--- config.mk ---
export PLATFORM = sky130hd
export DESIGN_NAME = cpu_clk_ctrl
export DESIGN_NICKNAME = d
export VERILOG_FILES = /design/src/rtl/cpu_clk_ctrl_pkg.sv /design/src/rtl/cpu_clk_ctrl_debounce.sv /design/src/rtl/cpu_clk_ctrl.sv
export SDC_FILE = /design/constraint.sdc
export NUM_CORES = 1
export LEC_CHECK = 0
export ABC_AREA = 0
export CORE_MARGIN = 3
export CORE_UTILIZATION = 45
export DETAILED_ROUTE_END_ITERATION = 6
export GPL_ROUTABILITY_DRIVEN = 0
export PLACE_DENSITY = 0.7
export REMOVE_ABC_BUFFERS = 1
export SYNTH_ARGS = -nofsm -noshare
export SYNTH_HDL_FRONTEND = slang
export SYNTH_SLANG_ARGS = --single-unit
--- constraint.sdc ---
create_clock -name clk_in -period 3.1 [get_ports clk_in]
set_input_delay 0.31 -clock clk_in [delete_from_list [all_inputs] [get_ports clk_in]]
set_output_delay 0.31 -clock clk_in [all_outputs]
set_load 0.01 [all_outputs]
--- src/rtl/cpu_clk_ctrl_pkg.sv ---
// cpu_clk_ctrl_pkg: shared state encoding and default widths for the CPU clock sequencer.
package cpu_clk_ctrl_pkg;

    localparam int DEF_DIV_W      = 27;
    localparam int DEF_CNT_W      = 32;
    localparam int DEF_DEB_CYCLES = 16;

    typedef enum logic [1:0] {
        IDLE = 2'd0,
        RUN  = 2'd1,
        STEP = 2'd2,
        TRAP = 2'd3
    } state_e;

    function automatic logic is_halted(input state_e s);
        return (s == IDLE) || (s == TRAP);
    endfunction

endpackage

--- src/rtl/cpu_clk_ctrl_debounce.sv ---
// cpu_clk_ctrl_debounce: 2-FF synchroniser, stability counter and one-cycle press pulse
// on an accepted 0->1 level change.
module cpu_clk_ctrl_debounce #(
    parameter int DEB_CYCLES = 16
) (
    input  logic clk_in,
    input  logic rst_n,
    input  logic btn_i,
    output logic press_o
);

    localparam int CW = $clog2(DEB_CYCLES + 1);

    logic          meta_q, sync_q;
    logic          lvl_q, lvl_d;
    logic          press_q, press_d;
    logic [CW-1:0] cnt_q, cnt_d;
    logic          differs;

    always_comb begin
        differs = sync_q != lvl_q;
        lvl_d   = lvl_q;
        press_d = 1'b0;
        cnt_d   = differs ? cnt_q + 1'b1 : '0;
        // Accept only after DEB_CYCLES consecutive samples disagreeing with the held level.
        if (differs && cnt_q == CW'(DEB_CYCLES - 1)) begin
            lvl_d   = sync_q;
            cnt_d   = '0;
            press_d = sync_q;
        end
    end

    always_ff @(posedge clk_in or negedge rst_n) begin
        if (!rst_n) begin
            meta_q  <= 1'b0;
            sync_q  <= 1'b0;
            lvl_q   <= 1'b0;
            press_q <= 1'b0;
            cnt_q   <= '0;
        end else begin
            meta_q  <= btn_i;
            sync_q  <= meta_q;
            lvl_q   <= lvl_d;
            press_q <= press_d;
            cnt_q   <= cnt_d;
        end
    end

    assign press_o = press_q;

endmodule

--- src/rtl/cpu_clk_ctrl.sv ---
// cpu_clk_ctrl: programmable CPU clock divider with free-run, single-step and trap-on-halt;
// emits a one-cycle ce with every clk_out rising edge.
module cpu_clk_ctrl
    import cpu_clk_ctrl_pkg::*;
#(
    parameter int DIV_W      = DEF_DIV_W,
    parameter int DEB_CYCLES = DEF_DEB_CYCLES,
    parameter int CNT_W      = DEF_CNT_W
) (
    input  logic             clk_in,
    input  logic             rst_n,
    input  logic             run_en,
    input  logic             step_btn,
    input  logic             halt_req,
    input  logic [DIV_W-1:0] div_val,
    output logic             clk_out,
    output logic             ce,
    output logic             halted,
    output logic             trap,
    output logic [CNT_W-1:0] tick_cnt
);

    state_e             state_q, state_d;
    logic [DIV_W-1:0]   cnt_q, cnt_d;
    logic [DIV_W-1:0]   div_q, div_d;
    logic               clk_q, clk_d;
    logic               ce_q, ce_d;
    logic               halted_q, halted_d;
    logic               trap_q, trap_d;
    logic [CNT_W-1:0]   tick_q, tick_d;
    logic               run_m_q, run_s_q;
    logic               press;
    logic               toggle;
    logic               fall;

    cpu_clk_ctrl_debounce #(
        .DEB_CYCLES(DEB_CYCLES)
    ) u_step_deb (
        .clk_in (clk_in),
        .rst_n  (rst_n),
        .btn_i  (step_btn),
        .press_o(press)
    );

    always_ff @(posedge clk_in or negedge rst_n) begin
        if (!rst_n) begin
            run_m_q <= 1'b0;
            run_s_q <= 1'b0;
        end else begin
            run_m_q <= run_en;
            run_s_q <= run_m_q;
        end
    end

    always_comb begin
        toggle   = (state_q == RUN || state_q == STEP) && cnt_q == div_q;
        fall     = toggle && clk_q;
        state_d  = state_q;
        div_d    = div_q;
        cnt_d    = toggle ? '0 : cnt_q + 1'b1;
        clk_d    = toggle ? ~clk_q : clk_q;
        case (state_q)
            IDLE: begin
                cnt_d   = '0;
                clk_d   = 1'b0;
                state_d = run_s_q ? RUN : (press ? STEP : IDLE);
                div_d   = (run_s_q || press) ? div_val : div_q;
            end
            RUN: begin
                // Decisions only at the falling toggle so a high phase is never cut short.
                if (fall) begin
                    div_d   = div_val;
                    state_d = halt_req ? TRAP : (run_s_q ? RUN : IDLE);
                end
            end
            STEP: begin
                if (fall) begin
                    div_d   = div_val;
                    state_d = halt_req ? TRAP : IDLE;
                end
            end
            TRAP: begin
                cnt_d   = '0;
                clk_d   = 1'b0;
                state_d = run_s_q ? TRAP : IDLE;
            end
        endcase
        ce_d     = clk_d && !clk_q;
        halted_d = is_halted(state_d);
        trap_d   = state_d == TRAP;
        tick_d   = tick_q + CNT_W'(ce_d);
    end

    always_ff @(posedge clk_in or negedge rst_n) begin
        if (!rst_n) begin
            state_q  <= IDLE;
            cnt_q    <= '0;
            div_q    <= '0;
            clk_q    <= 1'b0;
            ce_q     <= 1'b0;
            halted_q <= 1'b1;
            trap_q   <= 1'b0;
            tick_q   <= '0;
        end else begin
            state_q  <= state_d;
            cnt_q    <= cnt_d;
            div_q    <= div_d;
            clk_q    <= clk_d;
            ce_q     <= ce_d;
            halted_q <= halted_d;
            trap_q   <= trap_d;
            tick_q   <= tick_d;
        end
    end

    assign clk_out  = clk_q;
    assign ce       = ce_q;
    assign halted   = halted_q;
    assign trap     = trap_q;
    assign tick_cnt = tick_q;

endmodule
Word-level counts from Yosys, hierarchy flattened
Cells that the tools add are included.
{"block": "classes", "n_addsub": 3, "multipliers": 0, "n_div": 0, "magnitude_cmp": 0, "eq_ne": 9, "n_shift": 0, "muxes": 19, "bitwise_logic": 1, "n_reduce_logical": 14}
{"op": "$mux 27", "count": 4}
{"op": "$pmux 27 s2", "count": 1}
{"op": "$add 32x1->32", "count": 1}
{"op": "$add 27x1->27 const B", "count": 1}
{"op": "$eq 27x27->1", "count": 1}
{"op": "$mux 2", "count": 7}
{"op": "$mux 5", "count": 2}
{"op": "$pmux 2 s4", "count": 1}
{"op": "$eq 2x2->1 const B", "count": 3}
{"op": "$add 5x1->5 const B", "count": 1}
{"op": "$eq 5x4->1 const B", "count": 1}
{"op": "$logic_and 1x1->1", "count": 4}
{"op": "$logic_not 2->1", "count": 2}
{"op": "$mux 1", "count": 4}
{"op": "$reduce_or 2->1", "count": 2}
{"op": "$logic_or 1x1->1", "count": 3}
{"op": "$reduce_and 3->1", "count": 1}
{"op": "$eq 2x1->1 const B", "count": 1}
{"op": "$ne 2x1->1 const B", "count": 1}
{"op": "$ne 2x2->1 const B", "count": 1}
{"op": "$reduce_bool 2->1", "count": 1}
{"op": "$logic_not 1->1", "count": 1}
{"op": "$ne 1x1->1", "count": 1}
{"op": "$not 1->1", "count": 1}
{"block": "word_totals", "regBits": 103, "latch_bits": 0, "ramBits": 0, "rom_bits": 0, "input_bits": 32, "memories": 0}

Logic depth before layout (Yosys ltp)
{"block": "logic_depth", "word_depth": 8, "depth_mapped": 14, "mapped_depth_nobuf": 14}

Hierarchy
From an unflattened synthesis, not the netlist that was laid out.
{"block": "hier_totals", "cells_unflattened": 398, "area_unflattened_um2": 4754.6}
{"mod": "cpu_clk_ctrl", "n_inst": 1, "cells_each": 371, "area_each_um2": 4404.2}
{"mod": "cpu_clk_ctrl_debounce", "n_inst": 1, "cells_each": 27, "area_each_um2": 350.3}

Worst setup path before layout
OpenSTA, ideal clock, no wires.
{"block": "synth_path", "path_kind": "register to register", "startpoint": "register state_q[0]", "endpoint": "register tick_q[22], in the netlist tick_cnt[22]", "setup_time_ns": 0.138, "arrival_ns": 3.126, "slack_ns": -0.164, "stages_incl_launch_ff": 15, "period_less_slack_ns": 3.264, "cell_sequence": "dfrtp_1 > inv_1 > ha_1 > nand4_1 > or4_1 > nor4_1 > ha_1 > and2_1 > nor2b_1 > ha_1 > ha_1 > and4_1 > nand3_1 > nor4_1 > xor2_1"}
{"block": "synth_between", "elab_chain_len": 7, "elab_cells_between_ends": 11}
{"element": "start, declared", "line": "cpu_clk_ctrl.sv:23", "rtl": "state_e state_q, state_d;"}
{"element": "start signal, assigned", "line": "cpu_clk_ctrl.sv:105", "rtl": "state_q <= state_d;"}
{"element": "$eq 2x1->1 / $eq 2x2->1 (equally long branches)", "line": "cpu_clk_ctrl.sv:56", "rtl": "toggle = (state_q == RUN || state_q == STEP) && cnt_q == div_q;"}
{"element": "$logic_or 1x1->1", "line": "cpu_clk_ctrl.sv:56"}
{"element": "$logic_and 1x1->1", "line": "cpu_clk_ctrl.sv:56"}
{"element": "$mux 1", "line": "cpu_clk_ctrl.sv:61", "rtl": "clk_d = toggle ? ~clk_q : clk_q;"}
{"element": "$mux 1 (*)", "line": "cpu_clk_ctrl.sv:62", "rtl": "case (state_q)"}
{"element": "net clk_d", "line": "cpu_clk_ctrl.sv:26", "rtl": "logic clk_q, clk_d;"}
{"element": "$logic_and 1x1->1 (*)", "line": "cpu_clk_ctrl.sv:88", "rtl": "ce_d = clk_d && !clk_q;"}
{"element": "net ce_d", "line": "cpu_clk_ctrl.sv:27", "rtl": "logic ce_q, ce_d;"}
{"element": "$add 32x1->32 (*)", "line": "cpu_clk_ctrl.sv:91", "rtl": "tick_d = tick_q + CNT_W'(ce_d);"}
{"element": "net tick_d[22]", "line": "cpu_clk_ctrl.sv:30", "rtl": "logic [CNT_W-1:0] tick_q, tick_d;"}
{"element": "end signal, assigned", "line": "cpu_clk_ctrl.sv:112", "rtl": "tick_q <= tick_d;"}
{"element": "end, declared", "line": "cpu_clk_ctrl.sv:30"}
Mark *: on every way through the listed nets, which the timed path passes. The rest lies on a longest branch.
A chain may end at the register's enable or synchronous reset.

Final worst setup path
{"block": "layout_path", "startpoint": "register div_q[13]", "endpoint": "register tick_q[21], in the netlist tick_cnt[21]"}
{"block": "layout_between", "elab_chain_len": 6}
{"element": "start, declared", "line": "cpu_clk_ctrl.sv:25", "rtl": "logic [DIV_W-1:0] div_q, div_d;"}
{"element": "start signal, assigned", "line": "cpu_clk_ctrl.sv:107", "rtl": "div_q <= div_d;"}
{"element": "$eq 27x27->1", "line": "cpu_clk_ctrl.sv:56"}
{"element": "$logic_and 1x1->1", "line": "cpu_clk_ctrl.sv:56"}
{"element": "$mux 1", "line": "cpu_clk_ctrl.sv:61"}
{"element": "$mux 1", "line": "cpu_clk_ctrl.sv:62"}
{"element": "net clk_d", "line": "cpu_clk_ctrl.sv:26"}
{"element": "$logic_and 1x1->1", "line": "cpu_clk_ctrl.sv:88"}
{"element": "net ce_d", "line": "cpu_clk_ctrl.sv:27"}
{"element": "$add 32x1->32", "line": "cpu_clk_ctrl.sv:91"}
{"element": "net tick_d[21]", "line": "cpu_clk_ctrl.sv:30"}
The timed path passes the listed nets, and every way through them passes these cells.

==> flow_metrics.tcl <==
set metrics [dict create \
    htree_levels 3 \
    num_io_pins 68 \
    max_freq_mhz 307 \
    yosys_warnings 0 \
    cp-end-kind "register" \
    postCtsHoldBufs 0 \
    fill_cells 844 \
    core_area_um2 10600 \
    rsz0062_at_grt "true" \
    antenna_found_initial 0 \
    syn_area_per_cell_um2 11.8 \
    skew_ns 0.0143 \
    root_buffer "clkbuf_8" \
    peakVddDrop_mv 0.355 \
    clk_pin_slew_ns 0.11 \
    switching_power_w 0.000814 \
    met1_usage_pct 24.7 \
    crit_chain "xnor2_2 > nand4_1 > or4_4 > nor4_4 > ha_1 > and2_4 > nor2b_4 > ha_4 > and4_1 > nand4_1 > buf_6 > buf_4 > nor4_4 > xor2_1" \
    clock_latency_ns 0.37 \
    path_buf_inv 2 \
    synthTopCellsByArea "dfrtp_1 (51%), xnor2_1 (7.9%), mux2_2 (6.3%)" \
    fp-row-count 37 \
    required_ns 3.35 \
    via_count 3816 \
    yosysTopAreaCell "dfrtp_1" \
    crit_arrival_ns 3.51 \
    post-route-period-util_pct 105 \
    synth_seq_cells 103 \
    total_power_w 0.00304 \
    worstMarginPinSlew_ns 1.16 \
    drive_above_1_share_pct 25.8 \
    maxCapViolCount 0 \
    yosysSeqAreaShare_pct 51.4 \
    cpMaxStageDelayCell "or4_4" \
    relSlewSlack_pct 22.3 \
    min_period_ns 3.26 \
    synth_top_area_share_pct 50.8 \
    area_growth_pct 34.1 \
    p_seq_share_pct 50.9 \
    syn_area_um2 5020 \
    final_util_pct 63.5 \
    top_usage_layer "met2" \
    antenna_cells 0 \
    cts_buffer_depth 2 \
    violations "negative hold slack, negative setup slack" \
    p_per_area_nw_per_um2 452 \
    dp_hpwl_mm 7.95 \
    cpLargestDelayFamily "simple AND/OR/NAND/NOR gates" \
    critPathMaxStageDelay_ns 0.54 \
    synthFlopType "dfrtp_1" \
    setup_ws_ns -0.158 \
    grt-ovfl-total 0 \
    slew_viol_final 0 \
    die_x_um 112 \
    min_path_type "primary input to asynchronous set/reset pin" \
    grt_max_degree 104 \
    drc 0 \
    pwr-share-clk_pct 30.8 \
    routed_wl_mm 11.6 \
    path_max_fanout 6 \
    synth-edff-count 0 \
    setup_violations 20 \
    die_height_um 112 \
    outcome "complete, but fails checks" \
    holdWs_ns -0.0256 \
    critPathLaunchType "register" \
    syn_inst 425 \
    combPwrFrac_pct 18.3 \
    drt_iter0_markers 262 \
    worst-setup-path-type "register to register" \
    power.internal_w 0.00223 \
    wl_per_cell_um 17.0 \
    postRouteAntennaNets 0 \
    nets 588 \
    dr.pass1.iters 4 \
    viasPerCell 5.59 \
    cts_sinks 103 \
    grt_pass1_wl_mm 19.1 \
    die_area_um2 12500 \
    async_reset_ff_share_pct 100 \
    gr-usage-met2_pct 32.0 \
    met3_usage_pct 2.93 \
    leakagePower_nw 2.91 \
    io_buffers 67 \
    track_usage_pct 18.7 \
    numCtsBuffers 9 \
    cts_tree "built" \
    start_util_pct 47.4 \
    switching_share_pct 26.8 \
    finalHoldViolations 16 \
    grt_pass1_vias 3831 \
    post_synth_num_cell_types 41 \
]
power groups by stage:
stage / Clock (W) / Sequential (W) / Combinational (W)
CTS: 0.000961 / 0.00155 / 0.000538
global route: 0.00101 / 0.00157 / 0.000604
floorplan: 0 / 0.00154 / 0.000294
detailed placement: 0 / 0.00157 / 0.000510
finish: 0.000937 / 0.00155 / 0.000557
global placement: 0 / 0.00156 / 0.000499
worst paths after layout:
| path | startpoint | end | slack [ns] | cells after the start |
|---|---|---|---|---|
| worst max-delay path | div_q[13] | tick_cnt[21] | -0.16 | 14 |
| worst min-delay path | rst_n | tick_cnt[8] | -0.03 | 2 |
| worst max register to register | div_q[13] | tick_cnt[21] | -0.16 | 14 |
| worst min register to register | u_step_deb.meta_q | u_step_deb.sync_q | 0.36 | 0 |
| max in group asynchronous | rst_n | cnt_q[8] | 2.68 | 2 |
| min in group clk_in | u_step_deb.meta_q | u_step_deb.sync_q | 0.36 | 0 |
timing repair:
action / in CTS / in global routing
buffers inserted: 6 / 3
setup endpoints to repair: 24 / 27
resized for setup: 29 / 13
cloned: 1 / 0
pin swaps: 10 / 10
final cells by class:
class	count	area, µm²	area share, %
sequential	103	2580	38.3
inverter	14	52.6	0.781
timing repair buffer	124	1150	17.1
multi-input combinational	291	2560	38.0
tap	136	170	2.53
clock buffer	9	124	1.84
clock inverter	6	95.1	1.41
cell families after synthesis:
logic type | share of synthesized area (%)
flops | 51.4
xor+xnor | 12.9
buf+inv | 2.82
compound gates | 7.15
fa+ha+maj | 3.24
simple gates | 15.8
mux | 6.68
state kept, by name (all words and copies together) (netlist names), 2 cells and up:
| register | count |
|---|---|
| div_q | 27 |
| u_step_deb.cnt_q | 5 |
| tick_cnt | 32 |
| cnt_q | 27 |
| state_q | 2 |
synthesized netlist by cell type, types with 2 or more instances:
cell type and instances:
nor4_1 11, mux2_2 28, or3_1 2, nand2_1 16, nor2_1 12, buf_2 9, ha_1 13, and4_1 9
or4_1 10, nand4_1 31, nor3_1 7, nand3_1 18, o31ai_1 11, a211oi_1 17, xnor2_1 45, a221oi_2 4
and3_1 3, a221oi_1 7, clkbuf_1 6, dfrtp_1 102, xor2_1 29, mux2i_1 2, inv_1 13, o21ai_0 3
stage by stage:
stage	setup slack, ns	area [µm²]	std cells	TNS, ns
finish	-0.158	6730	683	-1.71
global placement	-0.133	6180	658	-1.54
CTS	-0.0566	6620	680	-0.398
floorplan	-0.509	4930	408	-16.02
detailed placement	-0.370	6180	658	-5.77
global route	-0.258	6730	683	-4.17
cells in the final DEF (no fill, tap or decap), drive strengths merged, types with 13 or more instances in the layout:
master	synthesis	final
ha	13	13
a211oi	17	17
dfrtp	102	102
inv	13	14
nand4	32	32
xor2	29	29
nand3	18	18
buf	10	58
mux2	28	28
nand2	16	16
clkdlybuf4s50	0	66
xnor2	45	45
metal layers:
layer / vias up / wire [µm]
li1: 1806 / -
met1: 1892 / 5130
met2: 99 / 5810
met3: 19 / 450
met4: 0 / 231
met5: - / 0
No activity file was read; power rests on OpenSTA's default activity.
